## src/rtl/jtframe_neptuno_joy_pkg.sv

```systemverilog
// Shared types and frame-layout constants for the NeptUNO serial joystick front-end.
package jtframe_neptuno_joy_pkg;

    typedef enum logic [1:0] {
        ST_LOAD     = 2'd0,
        ST_SHIFT_LO = 2'd1,
        ST_SHIFT_HI = 2'd2,
        ST_LATCH    = 2'd3
    } state_e;

    localparam int unsigned FRAME_LEN = 16;
    localparam logic [3:0]  J1_BASE   = 4'd0;
    localparam logic [3:0]  J2_BASE   = 4'd8;
    localparam int unsigned OFS_UP    = 0;
    localparam int unsigned OFS_DOWN  = 1;
    localparam int unsigned OFS_LEFT  = 2;
    localparam int unsigned OFS_RIGHT = 3;
    localparam int unsigned OFS_F1    = 4;
    localparam int unsigned OFS_F2    = 5;
    localparam int unsigned PAD_W     = OFS_F2 - OFS_UP + 1;

    // Six-bit {f2,f1,right,left,down,up} field of one player inside a frame.
    function automatic logic [PAD_W-1:0] pad_field(input logic [FRAME_LEN-1:0] frame,
                                                   input logic [3:0] base);
        return frame[base +: PAD_W];
    endfunction

endpackage

```

## src/rtl/jtframe_neptuno_joy_tick.sv

```systemverilog
// CLKDIV-modulo divider: one-cycle o_tick on the terminal count, restarts on FSM state change.
module jtframe_neptuno_joy_tick #(
    parameter int CLKDIV = 8
) (
    input  logic clk,
    input  logic rst_n,
    input  logic i_restart,
    output logic o_tick
);

    localparam logic [7:0] LAST = 8'(CLKDIV - 1);

    logic [7:0] r_cnt;

    assign o_tick = (r_cnt == LAST);

    // Divider count; a state change realigns it so every state gets a full period.
    always_ff @(posedge clk or negedge rst_n) begin
        if (!rst_n) begin
            r_cnt <= 8'd0;
        end else if (i_restart || o_tick) begin
            r_cnt <= 8'd0;
        end else begin
            r_cnt <= r_cnt + 8'd1;
        end
    end

endmodule

```

## src/rtl/jtframe_neptuno_joy.sv

```systemverilog
// NeptUNO 74HC165 joystick chain scanner; JTFRAME_NEPTUNO_JOY6_EN adds the select-low f3/f4 phase.
module jtframe_neptuno_joy
    import jtframe_neptuno_joy_pkg::*;
#(
    parameter int CLKDIV = 8
) (
    input  logic       clk,
    input  logic       rst_n,
    input  logic       joy_data_i,
    output logic       joy_clk_o,
    output logic       joy_load_o,
    output logic       joy_sel_o,
    output logic [7:0] joy1_o,
    output logic [7:0] joy2_o,
    output logic       frame_o
);

    state_e         r_state;
    state_e         w_state_nxt;
    logic [3:0]     r_bit;
    logic [FRAME_LEN-1:0] r_shift;
    logic           r_clk;
    logic           r_load;
    logic           r_sel;
    logic           r_frame;
    logic [7:0]     r_joy1;
    logic [7:0]     r_joy2;
    logic           w_tick;
    logic           w_restart;
    logic           w_latch;

    jtframe_neptuno_joy_tick #(.CLKDIV(CLKDIV)) u_tick (
        .clk       (clk),
        .rst_n     (rst_n),
        .i_restart (w_restart),
        .o_tick    (w_tick)
    );

    assign w_restart = (w_state_nxt != r_state);
    assign w_latch   = (w_state_nxt == ST_LATCH);

    // Next-state logic; LATCH is a single cycle regardless of the divider.
    always_comb begin
        w_state_nxt = r_state;
        case (r_state)
            ST_LOAD: begin
                if (w_tick) w_state_nxt = ST_SHIFT_LO;
                else        w_state_nxt = ST_LOAD;
            end
            ST_SHIFT_LO: begin
                if (w_tick) w_state_nxt = ST_SHIFT_HI;
                else        w_state_nxt = ST_SHIFT_LO;
            end
            ST_SHIFT_HI: begin
                if (w_tick && (r_bit == 4'(FRAME_LEN - 1))) w_state_nxt = ST_LATCH;
                else if (w_tick)                            w_state_nxt = ST_SHIFT_LO;
                else                                        w_state_nxt = ST_SHIFT_HI;
            end
            ST_LATCH:    w_state_nxt = ST_LOAD;
            default:     w_state_nxt = ST_LOAD;
        endcase
    end

    // State, bit counter, shift register and chain strobes (strobes follow the next state so they line up with it).
    always_ff @(posedge clk or negedge rst_n) begin
        if (!rst_n) begin
            r_state <= ST_LOAD;
            r_bit   <= 4'd0;
            r_shift <= 16'hFFFF;
            r_clk   <= 1'b0;
            r_load  <= 1'b1;
            r_frame <= 1'b0;
        end else begin
            r_state <= w_state_nxt;
            r_clk   <= (w_state_nxt == ST_SHIFT_HI);
            r_load  <= (w_state_nxt != ST_LOAD);
            r_frame <= w_latch;
            if (r_state == ST_LOAD) begin
                r_bit <= 4'd0;
            end else if (r_state == ST_SHIFT_HI && w_tick) begin
                r_bit <= r_bit + 4'd1;
            end
            if (r_state == ST_SHIFT_LO && w_tick) begin
                r_shift[r_bit] <= joy_data_i;
            end
        end
    end

    // Player outputs move only on entry to LATCH, so a frame is always presented whole.
    always_ff @(posedge clk or negedge rst_n) begin
        if (!rst_n) begin
            r_joy1 <= 8'hFF;
            r_joy2 <= 8'hFF;
            r_sel  <= 1'b1;
        end else begin
`ifdef JTFRAME_NEPTUNO_JOY6_EN
            if (w_latch) begin
                if (r_sel) begin
                    r_joy1[5:0] <= pad_field(r_shift, J1_BASE);
                    r_joy2[5:0] <= pad_field(r_shift, J2_BASE);
                end else begin
                    r_joy1[7:6] <= {r_shift[J1_BASE + 4'(OFS_F2)], r_shift[J1_BASE + 4'(OFS_F1)]};
                    r_joy2[7:6] <= {r_shift[J2_BASE + 4'(OFS_F2)], r_shift[J2_BASE + 4'(OFS_F1)]};
                end
                r_sel <= ~r_sel;
            end
`else
            if (w_latch) begin
                r_joy1 <= {2'b11, pad_field(r_shift, J1_BASE)};
                r_joy2 <= {2'b11, pad_field(r_shift, J2_BASE)};
            end
            r_sel <= 1'b1;
`endif
        end
    end

    assign joy_clk_o  = r_clk;
    assign joy_load_o = r_load;
    assign joy_sel_o  = r_sel;
    assign joy1_o     = r_joy1;
    assign joy2_o     = r_joy2;
    assign frame_o    = r_frame;

endmodule
```

## config.mk

```make
export PLATFORM = sky130hd
export DESIGN_NAME = jtframe_neptuno_joy
export DESIGN_NICKNAME = d
export VERILOG_FILES = /design/src/rtl/jtframe_neptuno_joy_pkg.sv /design/src/rtl/jtframe_neptuno_joy_tick.sv /design/src/rtl/jtframe_neptuno_joy.sv
export SDC_FILE = /design/constraint.sdc
export NUM_CORES = 1
export LEC_CHECK = 0
export ABC_CLOCK_PERIOD_IN_PS = 2200
export CAP_MARGIN = 30
export CELL_PAD_IN_SITES_DETAIL_PLACEMENT = 0
export CELL_PAD_IN_SITES_GLOBAL_PLACEMENT = 1
export CORE_MARGIN = 8
export CORE_UTILIZATION = 45
export CTS_CLUSTER_SIZE = 28
export DETAILED_ROUTE_END_ITERATION = 10
export GPL_TIMING_DRIVEN = 0
export PLACE_DENSITY = 0.82
export SLEW_MARGIN = 20
export SYNTH_ARGS = -nofsm -noshare
export SYNTH_HDL_FRONTEND = slang
export SYNTH_HIERARCHICAL = 1
export SYNTH_SLANG_ARGS = --single-unit
export TNS_END_PERCENT = 10
```

## constraint.sdc

```tcl
create_clock -name clk -period 2.2 [get_ports clk]
set_input_delay 0.44 -clock clk [delete_from_list [all_inputs] [get_ports clk]]
set_output_delay 0.44 -clock clk [all_outputs]
set_load 0.05 [all_outputs]
```

==> results by group <==
Run status
  – Run status: finished clean

Power
  – Worst vdd ir: 0.2643 mV
  – Switching share of power: 0.2080
  – Leak pwr: 1.109 nW
  – Net switching power: 304.4 µW
  – Clk pwr share: 0.422
  – Power Dens Cells: 591.0 nW/µm²
  – Combinational Power Share: 0.045
  – Sequential Power Share: 0.534
  – Int Pwr: 1.159 mW

Global route
  – Vias in the first global route: 1,254
  – Initial antenna violation count: 0
  – Largest net degree at the start of global routing: 34
  – M3 GR Usage: 0.04785
  – Routing usage on met1: 0.1266
  – Most Crowded Layer GR: met2
  – Global route total overflow: 0
  – GRT Util Overall: 0.1031
  – First-pass GRT wire length: 5.927 mm
  – GRT met2 Usage: 0.1513

STA
  – Pins over their slew limit: 0
  – Hold slack: 0.5376 ns
  – Setup violations, final: 0
  – Final period utilization: 0.9406
  – Worst Tran Pin Value: 0.5097 ns
  – Final hold viol count: 0
  – Fmax: 483.3 MHz
  – Slew headroom: 0.6590
  – Clk_skew: 0.008441 ns
  – Tmin final: 2.069 ns

Critical path
  – Type of origin of the critical path: register
  – CP arrival: 1.63 ns
  – Top delay family on crit path: buffers and inverters
  – WP buf/inv: 1
  – Delay of the slowest critical-path stage: 0.79 ns
  – Critical Path Fanout Max: 2
  – CP max-delay cell: clkdlybuf4s50_1
  – CP required: 1.76 ns
  – CP Capture Type: primary output
  – Critical path, cell by cell: clkdlybuf4s50_1
  – Crit Path Category: register to primary output

Placed design
  – HPWL Detailed: 2.466 mm
  – DP Cell Count: 234
  – GP Congestion: 0.7724
  – Number of I/O port buffers: 17

Detailed routing
  – Router iterations before antenna repair: 4
  – DRC viols: 0
  – Via Count: 1,279
  – Routed WL: 3.453 mm
  – Drt first-iter violations: 78
  – Via density: 5.116
  – Wire per inst: 13.81 µm
  – Post-route ant nets: 0

Layout
  – Final non-filler cell total: 250
  – Share of layout cells above drive strength 1: 0.4293
  – Antenna cells: 0
  – Nets: 206
  – Final Util: 0.5687
  – Area grow syn2layout: 22.54%

Floorplan
  – Chip width: 83.01 µm
  – Starting density of the core: 0.4641
  – Top Ports: 23
  – Die footprint: 6891 µm²
  – Height of the die: 83.01 µm
  – Placement Rows: 24
  – Core area: 4354 µm²

CTS
  – H-tree Lvls: 2
  – Clock Sinks: 41
  – CTS tree: yes
  – Clock network latency to the later pin of the worst-skew pair: 0.30 ns
  – CTS Buf Count: 5
  – Clock Tree Root: clkbuf_8
  – Clock slew at reported path FFs: 0.08 ns
  – CTS max path bufs: 2

Synth
  – Seq/Total Area, Yosys: 0.5232
  – Synth warn: 6
  – Main synth FF type: dfstp_2
  – Synthesized instance count: 160
  – Syn Area/Cell: 12.63 µm²
  – Post-synth EDFFs: 0
  – Synthesis-stage register bit count: 41
  – Post-synthesis async set-or-reset flop share: 1.000
  – Post-synth cell types: 39
  – Mapped Area: 2021 µm²

Min path
  – Worst hold path class: input port to async pin

Job
  – Total of max-cap violations: 0
synthesized netlist by cell type, types with 2 or more instances:
| cell type | instances | area share |
|---|---|---|
| dfstp_2 | 25 | 0.33 |
| dfrtp_1 | 16 | 0.20 |
| mux2_2 | 15 | 0.084 |
| nand3_1 | 12 | 0.030 |
| inv_1 | 7 | 0.013 |
| mux2_4 | 7 | 0.052 |
| nand2_1 | 7 | 0.013 |
| a21oi_1 | 6 | 0.015 |
| buf_4 | 6 | 0.022 |
| ha_1 | 6 | 0.037 |
| nor2_1 | 6 | 0.011 |
| o21ai_0 | 5 | 0.012 |
| or3_1 | 5 | 0.015 |
| buf_6 | 3 | 0.017 |
| nand4_1 | 3 | 0.0093 |
| buf_2 | 2 | 0.0050 |
| clkbuf_1 | 2 | 0.0037 |
| mux2_1 | 2 | 0.011 |
| nand2b_1 | 2 | 0.0062 |
| nand3_2 | 2 | 0.0099 |
| o22ai_1 | 2 | 0.0062 |
| xor2_1 | 2 | 0.0087 |
worst paths after layout:
path / cells after the start / end / slack, ns / startpoint
max reg2reg: 7 / joy1_o[4] / 0.14 / u_tick/r_cnt[3]
max in group asynchronous: 3 / joy_load_o / 1.16 / rst_n
max: 1 / joy1_o[2] / 0.13 / joy1_o[2]
min in group clk: 2 / joy_load_o / 0.56 / r_state[1]
min reg2reg: 2 / joy_load_o / 0.56 / r_state[1]
min: 2 / u_tick/r_cnt[4] / 0.54 / rst_n
sequential cells by signal (all words and copies together), names as in the netlist:
name,flops
joy2_o,6
u_tick/r_cnt,8
r_bit,4
r_shift,12
joy_clk_o,1
frame_o,1
r_state,2
joy1_o,6
joy_load_o,1
power groups by stage:
stage | Combinational (mW) | Clock (mW) | Sequential (mW)
3_3_place_gp | 0.0602 | 0 | 0.793
5_1_grt | 0.0716 | 0.665 | 0.783
3_5_place_dp | 0.0653 | 0 | 0.794
6_report | 0.0656 | 0.617 | 0.781
2_1_floorplan | 0.0412 | 0 | 0.791
4_1_cts | 0.0667 | 0.636 | 0.781
layout by cell type (no fill, tap or decap), types with 7 or more instances in the layout:
| cell type | n |
|---|---|
| mux2_2 | 15 |
| nand2_1 | 7 |
| mux2_4 | 7 |
| buf_4 | 14 |
| dfrtp_1 | 15 |
| clkdlybuf4s50_1 | 16 |
| dfstp_2 | 25 |
| nand3_1 | 12 |
| inv_1 | 7 |
metrics by stage:
step	setup WS [ns]	setup TNS [ns]	power (mW)	instance area (µm²)
after floorplan	0.2310	0	0.8322	2036
after global placement	-0.2131	-3.496	0.8531	2271
after detailed placement	-0.01169	-0.01956	0.8592	2286
after CTS	0.008494	0	1.483	2437
after global routing	-0.0008895	-0.0008895	1.520	2476
final	0.1307	0	1.463	2476
metal layers:
| layer | share of wire | vias to the layer above |
|---|---|---|
| met4 | 0.016 | 0 |
| li1 | - | 629 |
| met3 | 0.060 | 7 |
| met2 | 0.44 | 27 |
| met1 | 0.48 | 616 |
| met5 | 0 | - |
cells by family after synthesis:
logic type                 count (synthesis)  share of synthesized area
and+or+nand+nor                           47                     0.1542
other                                      1                   0.001856
adders and majority gates                  6                    0.03715
AOI/OAI and AO/OA                         17                    0.05821
buffers and inverters                     20                    0.06068
muxes                                     25                     0.1517
xor gates and xnor gates                   3                    0.01301
DFF                                       41                     0.5232
repair_timing:
| item | 4_1_cts | 5_1_grt |
|---|---|---|
| setup buffers | 2 | 5 |
| pin swaps | 1 | 1 |
| endpoints found under the setup margin | 9 | 9 |
| hold endpoints to repair | 8 | 0 |
| resized for setup | 1 | 1 |
| hold buffers | 1 | 0 |
layout make-up:
type                    count  area, µm²
plain buffers              13      98.84
clock buffers               7      118.9
clock inverters             1      5.005
fillers                   349       1878
inverters                   7      26.28
multi-input cells         103      855.8
flip-flops and latches     41       1059
well taps                  52      65.06
repair buffers             26      247.7
Note: power is estimated with default switching activity, not from simulation.
